$ cat src/rtl/pc_w_mux_if.sv
// Control/data bundle between the control unit, decoder, stack path and the
// program counter. The master side drives next-address controls and sources;
// the slave side (the program counter) returns the registered PC_COUNT.
interface pc_w_mux_if;

    logic       LD;          // load enable, takes the SEL-selected source
    logic       INC;         // increment enable, ignored while LD=1
    logic [1:0] SEL;         // next-address source select
    logic [9:0] FROM_IMMED;  // branch/call target from the instruction word
    logic [9:0] FROM_STACK;  // return address popped from the stack
    logic [9:0] PC_COUNT;    // registered program counter

    modport master (
        output LD,
        output INC,
        output SEL,
        output FROM_IMMED,
        output FROM_STACK,
        input  PC_COUNT
    );

    modport slave (
        input  LD,
        input  INC,
        input  SEL,
        input  FROM_IMMED,
        input  FROM_STACK,
        output PC_COUNT
    );

endinterface

$ cat src/rtl/pc_w_mux.sv
// Program counter for the RAT CPU with its next-address multiplexer.
// Each rising CLK either resets, loads from the selected source, increments
// (modulo 1024) or holds. PC_COUNT is driven directly by the register.
module pc_w_mux (
    input  logic        CLK,
    input  logic        RST,
    pc_w_mux_if.slave   bus
);

    typedef enum logic [1:0] {
        SEL_IMMED  = 2'd0,
        SEL_STACK  = 2'd1,
        SEL_VECTOR = 2'd2,
        SEL_ZERO   = 2'd3
    } sel_e;

    localparam logic [9:0] INT_VECTOR = 10'h3FF;

    sel_e       sel;
    logic [9:0] mux_d;
    logic [9:0] pc_d;
    // Power-up value so PC_COUNT is defined before the first reset.
    logic [9:0] pc_q = '0;

    assign sel = sel_e'(bus.SEL);

    // Next-address source selection.
    always_comb begin
        mux_d = '0;
        unique case (sel)
            SEL_IMMED:  mux_d = bus.FROM_IMMED;
            SEL_STACK:  mux_d = bus.FROM_STACK;
            SEL_VECTOR: mux_d = INT_VECTOR;
            SEL_ZERO:   mux_d = '0;
            default:    mux_d = '0;
        endcase
    end

    // Update priority below reset: load beats increment beats hold.
    always_comb begin
        pc_d = pc_q;
        if (bus.LD) begin
            pc_d = mux_d;
        end else if (bus.INC) begin
            pc_d = pc_q + 10'd1;
        end
    end

    // Program counter register with synchronous active-high reset.
    always_ff @(posedge CLK) begin
        if (RST) begin
            pc_q <= '0;
        end else begin
            pc_q <= pc_d;
        end
    end

    assign bus.PC_COUNT = pc_q;

endmodule

$ cat src/flat_wrapper.sv
// flat-port wrapper written by rule: the top's interface ports become plain ports
module pc_w_mux_flat 
  (CLK, RST, bus_LD, bus_INC, bus_SEL, bus_FROM_IMMED, bus_FROM_STACK, bus_PC_COUNT);
  pc_w_mux_if bus_i ();
  input  logic CLK;
  input  logic RST;
  input wire logic [$bits(bus_i.LD)-1:0] bus_LD;
  input wire logic [$bits(bus_i.INC)-1:0] bus_INC;
  input wire logic [$bits(bus_i.SEL)-1:0] bus_SEL;
  input wire logic [$bits(bus_i.FROM_IMMED)-1:0] bus_FROM_IMMED;
  input wire logic [$bits(bus_i.FROM_STACK)-1:0] bus_FROM_STACK;
  output wire logic [$bits(bus_i.PC_COUNT)-1:0] bus_PC_COUNT;
  assign bus_i.LD = bus_LD;
  assign bus_i.INC = bus_INC;
  assign bus_i.SEL = bus_SEL;
  assign bus_i.FROM_IMMED = bus_FROM_IMMED;
  assign bus_i.FROM_STACK = bus_FROM_STACK;
  assign bus_PC_COUNT = bus_i.PC_COUNT;
  pc_w_mux u_core (.CLK(CLK), .RST(RST), .bus(bus_i));
endmodule
$ cat config.mk
export PLATFORM = sky130hd
export DESIGN_NAME = pc_w_mux_flat
export DESIGN_NICKNAME = d
export VERILOG_FILES = /design/src/rtl/pc_w_mux_if.sv /design/src/rtl/pc_w_mux.sv /design/src/flat_wrapper.sv
export SDC_FILE = /design/constraint.sdc
export NUM_CORES = 1
export LEC_CHECK = 0
export ABC_CLOCK_PERIOD_IN_PS = 1600
export BUFFER_PORTS_ARGS = -buffer_cell sky130_fd_sc_hd__buf_4
export CORE_MARGIN = 10
export CORE_UTILIZATION = 44
export CTS_CLUSTER_SIZE = 40
export DETAILED_ROUTE_END_ITERATION = 6
export GPL_TIMING_DRIVEN = 0
export PLACE_DENSITY = 0.86
export RECOVER_POWER = 25
export SLEW_MARGIN = 20
export SYNTH_ARGS = -nofsm -noshare
export SYNTH_HDL_FRONTEND = slang
export SYNTH_SLANG_ARGS = --single-unit
export TNS_END_PERCENT = 20
$ cat constraint.sdc
create_clock -name CLK -period 1.6 [get_ports CLK]
set_input_delay 0.32 -clock CLK [delete_from_list [all_inputs] [get_ports CLK]]
set_output_delay 0.32 -clock CLK [all_outputs]
set_load 0.005 [all_outputs]
After elaboration in Yosys (flattened, before gate mapping)
Cells that the tools add are included.

storage, ports and cells
  output and inout bits = 10
  flip-flop bits (word level) = 10
  logic and storage cells = 10
  bits of input ports = 26

operators by class
  eq/ne operators = 3
  $add $sub $neg = 1
  reductions and logical operators = 2
  mux-type cells = 3

operators with widths
  operator                                       number
  case mux 10 bit (4 select lines)               1
  two-way mux 10 bit                             2
  adder 10 x 1 -> 10 bit, second input constant  1
  == test 2 bit, second input constant           2
  == test 2 x 1 -> 1 bit, second input constant  1
  zero test 2 bit                                1
  nonzero test 2 bit                             1

Logic depth before layout (Yosys ltp)
Gate-level depths: netlist of the first run.

  depth in word-level cells = 3
  depth in mapped cells = 4
  gate-level depth less buffers = 4

Worst setup path before layout of the first run
OpenSTA, ideal clock, no wires.

  path type = reg2reg
  start point = register u_core.pc_q[0] (netlist: u_core.bus.PC_COUNT[0])
  end point = register u_core.pc_q[8] (netlist: u_core.bus.PC_COUNT[8])
  arrival time = 1.388 ns
  setup time = 0.088 ns
  clock period less this slack = 1.477 ns
  data required time = 1.512 ns
  stages on the path, launching flop included = 5
  path slack = 0.123 ns
  buffers on the path = 0
  cell sequence = dfxtp_1 > ha_1 > nand2_2 > or4_4 > a311oi_2

between the ends
  longest elaborated chain between the ends = 3

ends and longest elaborated chain
  what                    line            text
  from (decl)             pc_w_mux.sv:23  logic [9:0] pc_q = '0;
  from (signal assigned)  pc_w_mux.sv:54  pc_q <= pc_d;
  adder 10 x 1 -> 10 bit  pc_w_mux.sv:45  pc_d = pc_q + 10'd1;
  two-way mux 10 bit      pc_w_mux.sv:44  end else if (bus.INC) begin
  two-way mux 10 bit      pc_w_mux.sv:42  if (bus.LD) begin

No other way between the ends. The select of a mux whose other input is x is not followed.
A chain may end at the register's enable or synchronous reset.

Worst setup path after layout of the first run
  start point = register u_core.pc_q[1] (netlist: u_core.bus.PC_COUNT[1])
  end point = register u_core.pc_q[8] (netlist: u_core.bus.PC_COUNT[8])

Same word-level chain as after synthesis.

==> summary.txt, run 1 <==
Result of the run: complete, no violations
DR WL met2: 1050 µm
Mapped cell area: 732 µm²
Detailed-route vias per instance: 6.04
Estimated wirelength of the detail-placed design: 1820 µm
Depth of the worst hold-timing path: 3
Data arrival, critical path: 1.71 ns
Number of vias in the routed layout: 810
R2R cell count: 4
Synth warn: 0
Min-Delay Endpoint: u_core.bus.PC_COUNT[0]
Clock latency on the worst-skew pair: 0.27 ns
Setup repair after global routing missed its margin: false
Most common cell in the synthesized netlist: a211oi_1
Via count of the first global-routing pass: 819
Least setup slack across all paths after layout: 0.0789 ns
Antenna violations before repair: 0
Launch point of the worst hold path: bus_FROM_STACK[0]
Most common library cells after synthesis: a211oi_1, dfxtp_1, clkbuf_1, nor2_1
Diode count: 0
Number of different library cells in the post-synthesis netlist: 39
Initial standard-cell utilization of the core: 0.475
Crit path from: u_core.bus.PC_COUNT[1]
I/O pin total: 36
Endpoint of the lowest-slack register-to-register path: u_core.bus.PC_COUNT[8]
Total Power Consumption: 658 µW
Remaining design rule violation count: 0
Average instance area after synthesis: 8.93 µm²
Maximum number of pins on one net before global-route repair: 11
Total negative setup slack: 0 ns
Final setup violation count: 0
Die Span Y: 60.8 µm
Global-route wire length before repair: 3710 µm
Adder-cell share of the synthesized area: 0.0171
Routed wire length: 2300 µm
Area contributors post-synth: dfxtp_1, a211oi_1, o21ba_1
Hold bufs inserted after CTS: 0
WL per Instance: 17.2 µm
Final period utilization: 0.951
Critical Path Source Type: flop
Count of buffers added by post-CTS timing repair for setup: 0
Met3 wire length: 256 µm
Number of enable flip-flop cells after synthesis: 0
Clock tree from TritonCTS: built
Top fanout value on the critical path: 5
# clock sinks: 10
Share of the synthesized netlist area taken by xor and xnor gates: 0.0359
Synthesis-to-layout area growth: 39.7%
Met1 wire length: 956 µm
Register bit count reported by yosys: 10
Worst clock skew: 0.000648 ns
Row count: 14
Pre-CTS setup slack: 0.0427 ns
Number of nets still failing antenna checks after routing: 0
Post-layout nets: 147
Number of nets produced by synthesis: 109
Highest clock frequency the design can meet: 657 MHz
Most common flop cell mapped by yosys: dfxtp_1
Reg-to-reg critical path startpoint: u_core.bus.PC_COUNT[1]
Die width: 60.8 µm
Highest signal layer in the routed design: met4
Post-Synthesis Cells: 82
R2R setup slack: 0.08 ns
DIE AREA: 3690 µm²
Dominant delay contributor by cell family on the critical path: simple AND/OR/NAND/NOR gates
Fraction of synthesized area in multiplexers: 0
Synthesized-area fraction occupied by ao, oa, aoi and oai cells: 0.379
CTS clk-pin slew, worst paths: 0.06 ns
Root Buffer Master: clkbuf_4
Portion of the post-synthesis area used by sequential elements: 0.274
Count of routing violations after the opening detailed-route iteration: 15
Final max-slew violation count: 0
Fraction of final layout cells sized beyond drive strength 1: 0.398
Endpoint kind of the worst setup timing path: flop
Max cap viols: 0
Fraction of post-synthesis cell area in the top cell type by area: 0.274
Drt first pass iters: 4
Combinational family with the most area after synthesis: compound AO/OA/AOI/OAI gates
CP cell instances: ha_2 -> nand2_2 -> or4_4 -> a311oi_2
Buffers & Inverters on Critical Path: 0
Remaining global-route overflow: 0
Worst Setup Path Type: reg -> reg
Simple-gate portion of the synthesized area: 0.244
Number of failing hold endpoints at the final stage: 0
Count of H-tree levels built during CTS: 1
Number of clock buffers inserted by TritonCTS: 3
Stage delay of the slowest cell on the critical path: 0.52 ns
Required time at the worst-slack endpoint: 1.79 ns
Core area: 1540 µm²
Largest register FFs: 10
Library cell with the largest summed area after synthesis: dfxtp_1
Power per unit of standard cell area: 644 nW/µm²
Static Leakage: 0.421 nW
Overall track demand over capacity in global routing: 0.130
Minimum clock period after layout: 1.52 ns
RD Place Congestion: 0.780
Cell at the slowest stage of the critical path: or4_4
Transition time of the tightest slew-check pin: 0.485 ns
Count of input and output buffers: 33
Maximum resistive drop on vdd: 0.380 mV
Type of the worst min-delay path: in -> reg
Buffers from clock root to sink, at most: 2
Post-synth ARST share: 0
Worst slew margin relative to its limit: 0.677
## area by class of cell
class                      count  area [µm²]
tap                           16        20.0
clock buffer                   3        22.5
fill                         140         519
multi-input combinational     64         498
buffer                         7        32.5
sequential                    10         201
timing repair buffer          33         244
inverter                       1        3.75
## metrics by stage
stage / util / cells / cell area [µm²] / hold WS (ns)
finish: 0.663 / 134 / 1020 / 0.382
CTS: 0.663 / 134 / 1020 / 0.389
global route: 0.663 / 134 / 1020 / 0.406
global placement: 0.649 / 131 / 1000 / 0.493
detailed placement: 0.649 / 131 / 1000 / 0.506
floorplan: - / 82 / 732 / 0.484
## what timing repair did
item	CTS	global route
gates resized for setup	0	2
endpoints found under the setup margin	0	1
endpoints found under the hold margin	0	0
## routing by layer
layer  global-route usage  vias up
li1                     -      407
met1                0.140      365
met2                0.213       33
met3               0.0585        5
met4               0.0658        0
met5                    0        -
## logic make-up after synthesis
logic type,Yosys count
AO/OA/AOI/OAI,33
XOR/XNOR,3
adder cells (fa/ha/maj),1
buffers and inverters,8
flip-flops,10
AND/OR/NAND/NOR,27
## worst reg2reg max path, stage by stage (launching register included)
cell and delay, ns:
dfxtp_1 0.39, ha_2 0.23, nand2_2 0.08, or4_4 0.52, a311oi_2 0.23
## worst max path at each step
stage	endpoint	slack, ns	cells after the start
2_1_floorplan	u_core.bus.PC_COUNT[8]	0.12	4
3_3_place_gp	u_core.bus.PC_COUNT[8]	0.06	4
3_5_place_dp	u_core.bus.PC_COUNT[8]	0.04	4
4_1_cts	u_core.bus.PC_COUNT[8]	0.02	4
5_1_grt	u_core.bus.PC_COUNT[8]	0.02	4
6_report	u_core.bus.PC_COUNT[8]	0.08	4
## power by group
part           leakage, nW  total, mW  internal [mW]  switching, mW
Combinational        0.324      0.185          0.108         0.0766
Clock               0.0138      0.176         0.0872         0.0885
Sequential          0.0833      0.297          0.269         0.0284
Total                0.421      0.658          0.465          0.193
## cell usage in the layout (no fill, tap or decap), types with 2 or more instances in the layout
| cell | instances |
|---|---|
| nand3_2 | 2 |
| buf_2 | 2 |
| o21ba_1 | 3 |
| nand4_1 | 2 |
| a311o_1 | 2 |
| nor2_1 | 4 |
| nor3_1 | 2 |
| and3_1 | 2 |
| o31ai_1 | 3 |
| clkbuf_1 | 5 |
| buf_4 | 30 |
| xor2_1 | 3 |
| nand2b_1 | 2 |
| a2bb2oi_1 | 3 |
| nor2b_1 | 2 |
| nand3_1 | 2 |
| nor4b_1 | 2 |
| clkbuf_4 | 6 |
| a211oi_1 | 11 |
| dfxtp_1 | 9 |
No activity file was read; power rests on OpenSTA's default activity.
==> inputs of run 2 (changes only) <==
SETUP_SLACK_MARGIN = 0.15   (was default)
==> run 2 against run 1 <==
  * Sequential share of layout area rose by 0.25 points
  * Cell count is 0.75% higher
  * Non-clock buffer count rose by 1
  * Wire length is 3.0% higher
  * Utilization grew 1.6 points
  * Sequential power barely moved
  * Design area rose by 2.4%
  * Power rose by 1.6%
  * Critical path depth did not move
  * Die area unchanged
  * Highest routed layer unchanged
==> summary.txt, run 2 (synthesized netlist as in run 1, its figures left out) <==
Share of power burned in registers: 0.449 (-0.003)
Number of failing hold endpoints at the final stage: 0 (unchanged)
Hold bufs inserted after CTS: 0 (unchanged)
R2R setup slack: 0.18 ns (+0.10 ns)
Clock power frac: 0.265 (-0.002)
Count of input and output buffers: 33 (unchanged)
Endpoint kind of the worst setup timing path: flop
Fraction of final layout cells sized beyond drive strength 1: 0.420 (+0.0219)
Cell at the slowest stage of the critical path: or4_4
Remaining global-route overflow: 0 (unchanged)
Transition time of the tightest slew-check pin: 0.514 ns (+0.0291 ns)
Number of clock buffers inserted by TritonCTS: 3 (unchanged)
Share of total power in combinational logic: 0.286 (+0.005)
Most frequent cells in the layout: buf_4, a211oi_1, dfxtp_1
Highest clock frequency the design can meet: 704 MHz (+7.0%)
Count of routing violations after the opening detailed-route iteration: 15 (unchanged)
Overall track demand over capacity in global routing: 0.135 (+0.00463)
Synthesis-to-layout area growth: 43.1%
Post-layout nets: 148 (+0.68%)
Depth of the worst hold-timing path: 3 (unchanged)
Net switching component of the power: 199 µW (+3.0%)
Endpoint of the lowest-slack register-to-register path: u_core.bus.PC_COUNT[8]
DIE AREA: 3690 µm² (unchanged)
Buffers & Inverters on Critical Path: 0 (unchanged)
Max cap viols: 0 (unchanged)
Antenna violations before repair: 0 (unchanged)
WL per Instance: 17.6 µm (+2.2%)
Result of the run: complete, no violations
Final period utilization: 0.888 (-0.0624)
Setup repair after global routing missed its margin: true
Number of vias in the routed layout: 835 (+3.1%)
Routed wire length: 2370 µm (+3.0%)
Die Span Y: 60.8 µm (unchanged)
Initial standard-cell utilization of the core: 0.475 (unchanged)
Diode count: 0 (unchanged)
Final max-slew violation count: 0 (unchanged)
Clock latency on the worst-skew pair: 0.27 ns (about the same)
Final setup violation count: 0 (unchanged)
CTS clk-pin slew, worst paths: 0.06 ns (about the same)
Root Buffer Master: clkbuf_4
Dominant delay contributor by cell family on the critical path: simple AND/OR/NAND/NOR gates
RD Place Congestion: 0.781 (+0.22%)
Post-Layout Cell Count: 135 (+0.75%)
Stage delay of the slowest cell on the critical path: 0.52 ns (about the same)
Detailed-route vias per instance: 6.19 (+2.3%)
Min-Delay Endpoint: u_core.bus.PC_COUNT[5]
Reg-to-reg critical path startpoint: u_core.bus.PC_COUNT[0]
Worst Setup Path Type: reg -> reg
Total negative setup slack: 0 ns (unchanged)
Number of nets still failing antenna checks after routing: 0 (unchanged)
I/O pin total: 36 (unchanged)
Row count: 14 (unchanged)
Core area: 1540 µm² (unchanged)
Most common cell after layout, fill and taps aside: buf_4
Top fanout value on the critical path: 4 (-1)
Switching Share: 0.298 (+0.00412)
Worst clock skew: 0.000517 ns (-0.000131 ns)
Launch point of the worst hold path: bus_FROM_STACK[5]
Clock tree from TritonCTS: built
Minimum clock period after layout: 1.42 ns (-0.0998 ns)
Worst slew margin relative to its limit: 0.657 (-0.0194)
Estimated wirelength of the detail-placed design: 1810 µm (-0.64%)
Maximum number of pins on one net before global-route repair: 11 (unchanged)
# clock sinks: 10 (unchanged)
Cell-internal power: 469 µW (+1.0%)
Largest register FFs: 10 (unchanged)
Remaining design rule violation count: 0 (unchanged)
Die width: 60.8 µm (unchanged)
Static Leakage: 0.429 nW (+1.9%)
Critical Path Source Type: flop
Via count of the first global-routing pass: 831 (+1.5%)
Final core area utilization: 0.679 (+0.0162)
Drt first pass iters: 4 (unchanged)
Required time at the worst-slack endpoint: 1.79 ns (about the same)
Buffers from clock root to sink, at most: 2 (unchanged)
Power per unit of standard cell area: 638 nW/µm² (-0.83%)
Count of H-tree levels built during CTS: 1 (unchanged)
Type of the worst min-delay path: in -> reg
Maximum resistive drop on vdd: 0.335 mV (-12%)
R2R cell count: 4 (unchanged)
Cell count after placement: 131 (unchanged)
Global-route wire length before repair: 3890 µm (+5.0%)
CP cell instances: ha_4 -> nand2_2 -> or4_4 -> a311oi_2
Data arrival, critical path: 1.61 ns (-0.10 ns)
[run 2: cell types whose count changed in the layout (fill, tap and decap cells not counted)]
| cell | before | now |
|---|---|---|
| dfxtp_4 | 0 | 2 |
| dfxtp_1 | 9 | 7 |
| ha_4 | 0 | 1 |
| clkbuf_4 | 6 | 4 |
| ha_2 | 1 | 0 |
| buf_4 | 30 | 33 |
[run 2: final cells by class]
cell class | instances | area [µm²]
Buffer | 7 | 32.5
Clock buffer | 3 | 22.5
Fill cell | 128 | 494
Inverter | 1 | 3.75
Multi-Input combinational cell | 64 | 508
Sequential cell | 10 | 209
Tap cell | 16 | 20.0
Timing Repair Buffer | 34 | 251
[run 2: power by group through the flow]
| stage | sequential (mW) | clock (mW) | combinational (mW) |
|---|---|---|---|
| finish | 0.300 | 0.177 | 0.191 |
| global route | 0.303 | 0.185 | 0.211 |
| CTS | 0.300 | 0.179 | 0.190 |
| detailed placement | 0.303 | 0 | 0.187 |
| global placement | 0.302 | 0 | 0.182 |
| floorplan | 0.300 | 0 | 0.0900 |
[run 2: how the worst max path moves through the flow]
stage          slack (ns)                   start                     end  cells after the start
2_1_floorplan        0.16  u_core.bus.PC_COUNT[1]  u_core.bus.PC_COUNT[8]                      4
3_3_place_gp          0.1  u_core.bus.PC_COUNT[1]  u_core.bus.PC_COUNT[8]                      4
3_5_place_dp          0.1  u_core.bus.PC_COUNT[1]  u_core.bus.PC_COUNT[8]                      4
4_1_cts              0.18  u_core.bus.PC_COUNT[0]  u_core.bus.PC_COUNT[8]                      4
5_1_grt              0.14  u_core.bus.PC_COUNT[3]  u_core.bus.PC_COUNT[9]                      3
6_report             0.18  u_core.bus.PC_COUNT[0]  u_core.bus.PC_COUNT[8]                      4
[run 2: worst min-delay path, cell delays in order]
cell,delay [ns]
buf_4,0.07
a211oi_1,0.05
nor3_1,0.16
[run 2: timing repair]
| action | CTS | global route |
|---|---|---|
| pin swaps | 0 | 0 |
| resized for setup | 3 | 2 |
| buffers inserted | 0 | 1 |
| setup endpoints to repair | 1 | 3 |
[run 2: metal layers]
layer | up-vias | global-route usage | wire length [µm]
met5 | - | 0 | 0
met1 | 384 | 0.149 | 952
met2 | 36 | 0.218 | 1110
met4 | 0 | 0.0564 | 41
met3 | 5 | 0.0626 | 267
li1 | 410 | - | -
[run 2: through the flow]
stage          cell area [µm²]  total power, mW  hold slack [ns]  setup WS (ns)
5_1_grt                   1050            0.699            0.414          0.138
3_3_place_gp              1000            0.484            0.494         0.0994
3_5_place_dp              1000            0.491            0.498         0.0951
4_1_cts                   1040            0.668            0.390          0.178
6_report                  1050            0.669            0.385          0.179
2_1_floorplan              736            0.390            0.484          0.155
==> inputs of run 3 (changes only) <==
RECOVER_POWER = 100   (was 25)
==> run 3 against run 2 <==
  * Setup slack got worse by 0.012 ns
  * Sequential share of layout area increased by 0.072 points
  * Wire length decreased by 0.30%
  * Non-clock buffer count is the same
  * Utilization down 0.65 points
  * Power fell by 1.5%
  * Sequential power barely moved
  * Critical path depth is the same
  * Die area is the same
  * Largest power group unchanged
  * Via count shrank 1.9%
==> summary.txt, run 3 (synthesized netlist as in run 1, its figures left out) <==
Result of the run: complete, no violations
Buffers from clock root to sink, at most: 2 (unchanged)
Most common cell after layout, fill and taps aside: buf_4
Root Buffer Master: clkbuf_4
Core area: 1540 µm² (unchanged)
Number of vias in the routed layout: 819 (-1.9%)
Worst Setup Path Type: reg -> reg
Die Span Y: 60.8 µm (unchanged)
Clock latency on the worst-skew pair: 0.26 ns (about the same)
Most frequent cells in the layout: buf_4, a211oi_1, clkbuf_4
Drt first pass iters: 4 (unchanged)
Count of input and output buffers: 33 (unchanged)
Final period utilization: 0.896 (+0.00734)
Data arrival, critical path: 1.61 ns (about the same)
Reg-to-reg critical path startpoint: u_core.bus.PC_COUNT[0]
Static Leakage: 0.421 nW (-1.9%)
Largest register FFs: 10 (unchanged)
Crit path from: u_core.bus.PC_COUNT[0]
Initial standard-cell utilization of the core: 0.475 (unchanged)
Minimum clock period after layout: 1.43 ns (+0.0118 ns)
Launch point of the worst hold path: bus_FROM_STACK[5]
I/O pin total: 36 (unchanged)
Post-layout nets: 148 (unchanged)
Power per unit of standard cell area: 635 nW/µm² (-0.52%)
Estimated wirelength of the detail-placed design: 1810 µm (unchanged)
R2R setup slack: 0.17 ns (about the same)
Cell at the slowest stage of the critical path: or4_1
Via count of the first global-routing pass: 831 (unchanged)
Transition time of the tightest slew-check pin: 0.519 ns (+0.00463 ns)
Final setup violation count: 0 (unchanged)
Global-route wire length before repair: 3890 µm (unchanged)
Hold bufs inserted after CTS: 0 (unchanged)
Area of combinational cells with multiple inputs: 503 µm² (-0.99%)
Maximum number of pins on one net before global-route repair: 11 (unchanged)
Remaining global-route overflow: 0 (unchanged)
Combined flip-flop and latch cell area: 208 µm² (-0.60%)
Total negative setup slack: 0 ns (unchanged)
Number of clock buffers inserted by TritonCTS: 3 (unchanged)
Highest clock frequency the design can meet: 698 MHz (-0.82%)
Maximum resistive drop on vdd: 0.328 mV (-2.3%)
Count of H-tree levels built during CTS: 1 (unchanged)
CP cell instances: ha_4 -> nand2_2 -> or4_1 -> a311oi_2
Final max-slew violation count: 0 (unchanged)
Die width: 60.8 µm (unchanged)
Row count: 14 (unchanged)
Type of the worst min-delay path: in -> reg
Setup repair after global routing missed its margin: true
Critical Path Source Type: flop
# clock sinks: 10 (unchanged)
Count of routing violations after the opening detailed-route iteration: 10 (-5)
RD Place Congestion: 0.781 (unchanged)
Remaining design rule violation count: 0 (unchanged)
WL per Instance: 17.5 µm (-0.30%)
Number of nets still failing antenna checks after routing: 0 (unchanged)
Buffers & Inverters on Critical Path: 0 (unchanged)
Number of failing hold endpoints at the final stage: 0 (unchanged)
Top fanout value on the critical path: 4 (unchanged)
Worst clock skew: 0.00101 ns (+0.000490 ns)
Synthesis-to-layout area growth: 41.7%
Required time at the worst-slack endpoint: 1.78 ns (about the same)
CTS clk-pin slew, worst paths: 0.06 ns (about the same)
Dominant delay contributor by cell family on the critical path: simple AND/OR/NAND/NOR gates
Diode count: 0 (unchanged)
Max cap viols: 0 (unchanged)
Clock tree from TritonCTS: built
Routed wire length: 2360 µm (-0.30%)
DIE AREA: 3690 µm² (unchanged)
Stage delay of the slowest cell on the critical path: 0.53 ns (about the same)
Fraction of final layout cells sized beyond drive strength 1: 0.395 (-0.0252)
Antenna violations before repair: 0 (unchanged)
Overall track demand over capacity in global routing: 0.135 (unchanged)
Total of fill cells in the finished design: 132 (+3.1%)
Worst slew margin relative to its limit: 0.654 (-0.00309)
Final hold slack: 0.394 ns (+0.00836 ns)
Endpoint kind of the worst setup timing path: flop
Detailed-route vias per instance: 6.07 (-1.9%)
-- run 3: worst register-to-register path, delay by kind of cell (launching register included) --
kind / cells / cell delay (ns)
AND/OR/NAND/NOR: 2 / 0.60
flip-flops: 1 / 0.37
adder cells (fa/ha/maj): 1 / 0.15
AO/OA/AOI/OAI: 1 / 0.24
-- run 3: area by class of cell --
class,count,share of cell area
Clock buffer,3,0.0217
Buffer,7,0.0314
Timing Repair Buffer,34,0.239
Tap cell,16,0.0193
Multi-Input combinational cell,64,0.485
Inverter,1,0.00362
Sequential cell,10,0.200
-- run 3: per-stage QoR --
stage	instance area [µm²]	std cells	setup slack [ns]	util	power (mW)
2_1_floorplan	736	82	0.155	-	0.390
3_3_place_gp	1000	131	0.0994	0.651	0.484
3_5_place_dp	1000	131	0.0951	0.651	0.491
4_1_cts	1040	134	0.178	0.675	0.668
5_1_grt	1040	135	0.0790	0.673	0.695
6_report	1040	135	0.167	0.673	0.659
-- run 3: path summary, 6_finish.rpt --
path,endpoint,cells past startpoint
setup reg to reg,u_core.bus.PC_COUNT[8],4
hold reg to reg,u_core.bus.PC_COUNT[9],2
setup / recovery,u_core.bus.PC_COUNT[8],4
hold / removal,u_core.bus.PC_COUNT[5],3
-- run 3: where the power goes --
part	switching (mW)	internal (mW)
Combinational	0.0778	0.111
Clock	0.0843	0.0869
Sequential	0.0305	0.269
-- run 3: metal layers --
| layer | vias up | GRT usage | wire [µm] |
|---|---|---|---|
| met4 | 0 | 0.0564 | 14 |
| li1 | 409 | - | - |
| met5 | - | 0 | 0 |
| met1 | 376 | 0.149 | 988 |
| met3 | 2 | 0.0626 | 249 |
| met2 | 32 | 0.218 | 1110 |
-- run 3: repair_timing --
item / 4_1_cts / 5_1_grt
hold endpoints to repair: 0 / 0
resized for setup: 3 / 2
endpoints found under the setup margin: 1 / 3
buffers inserted: 0 / 1
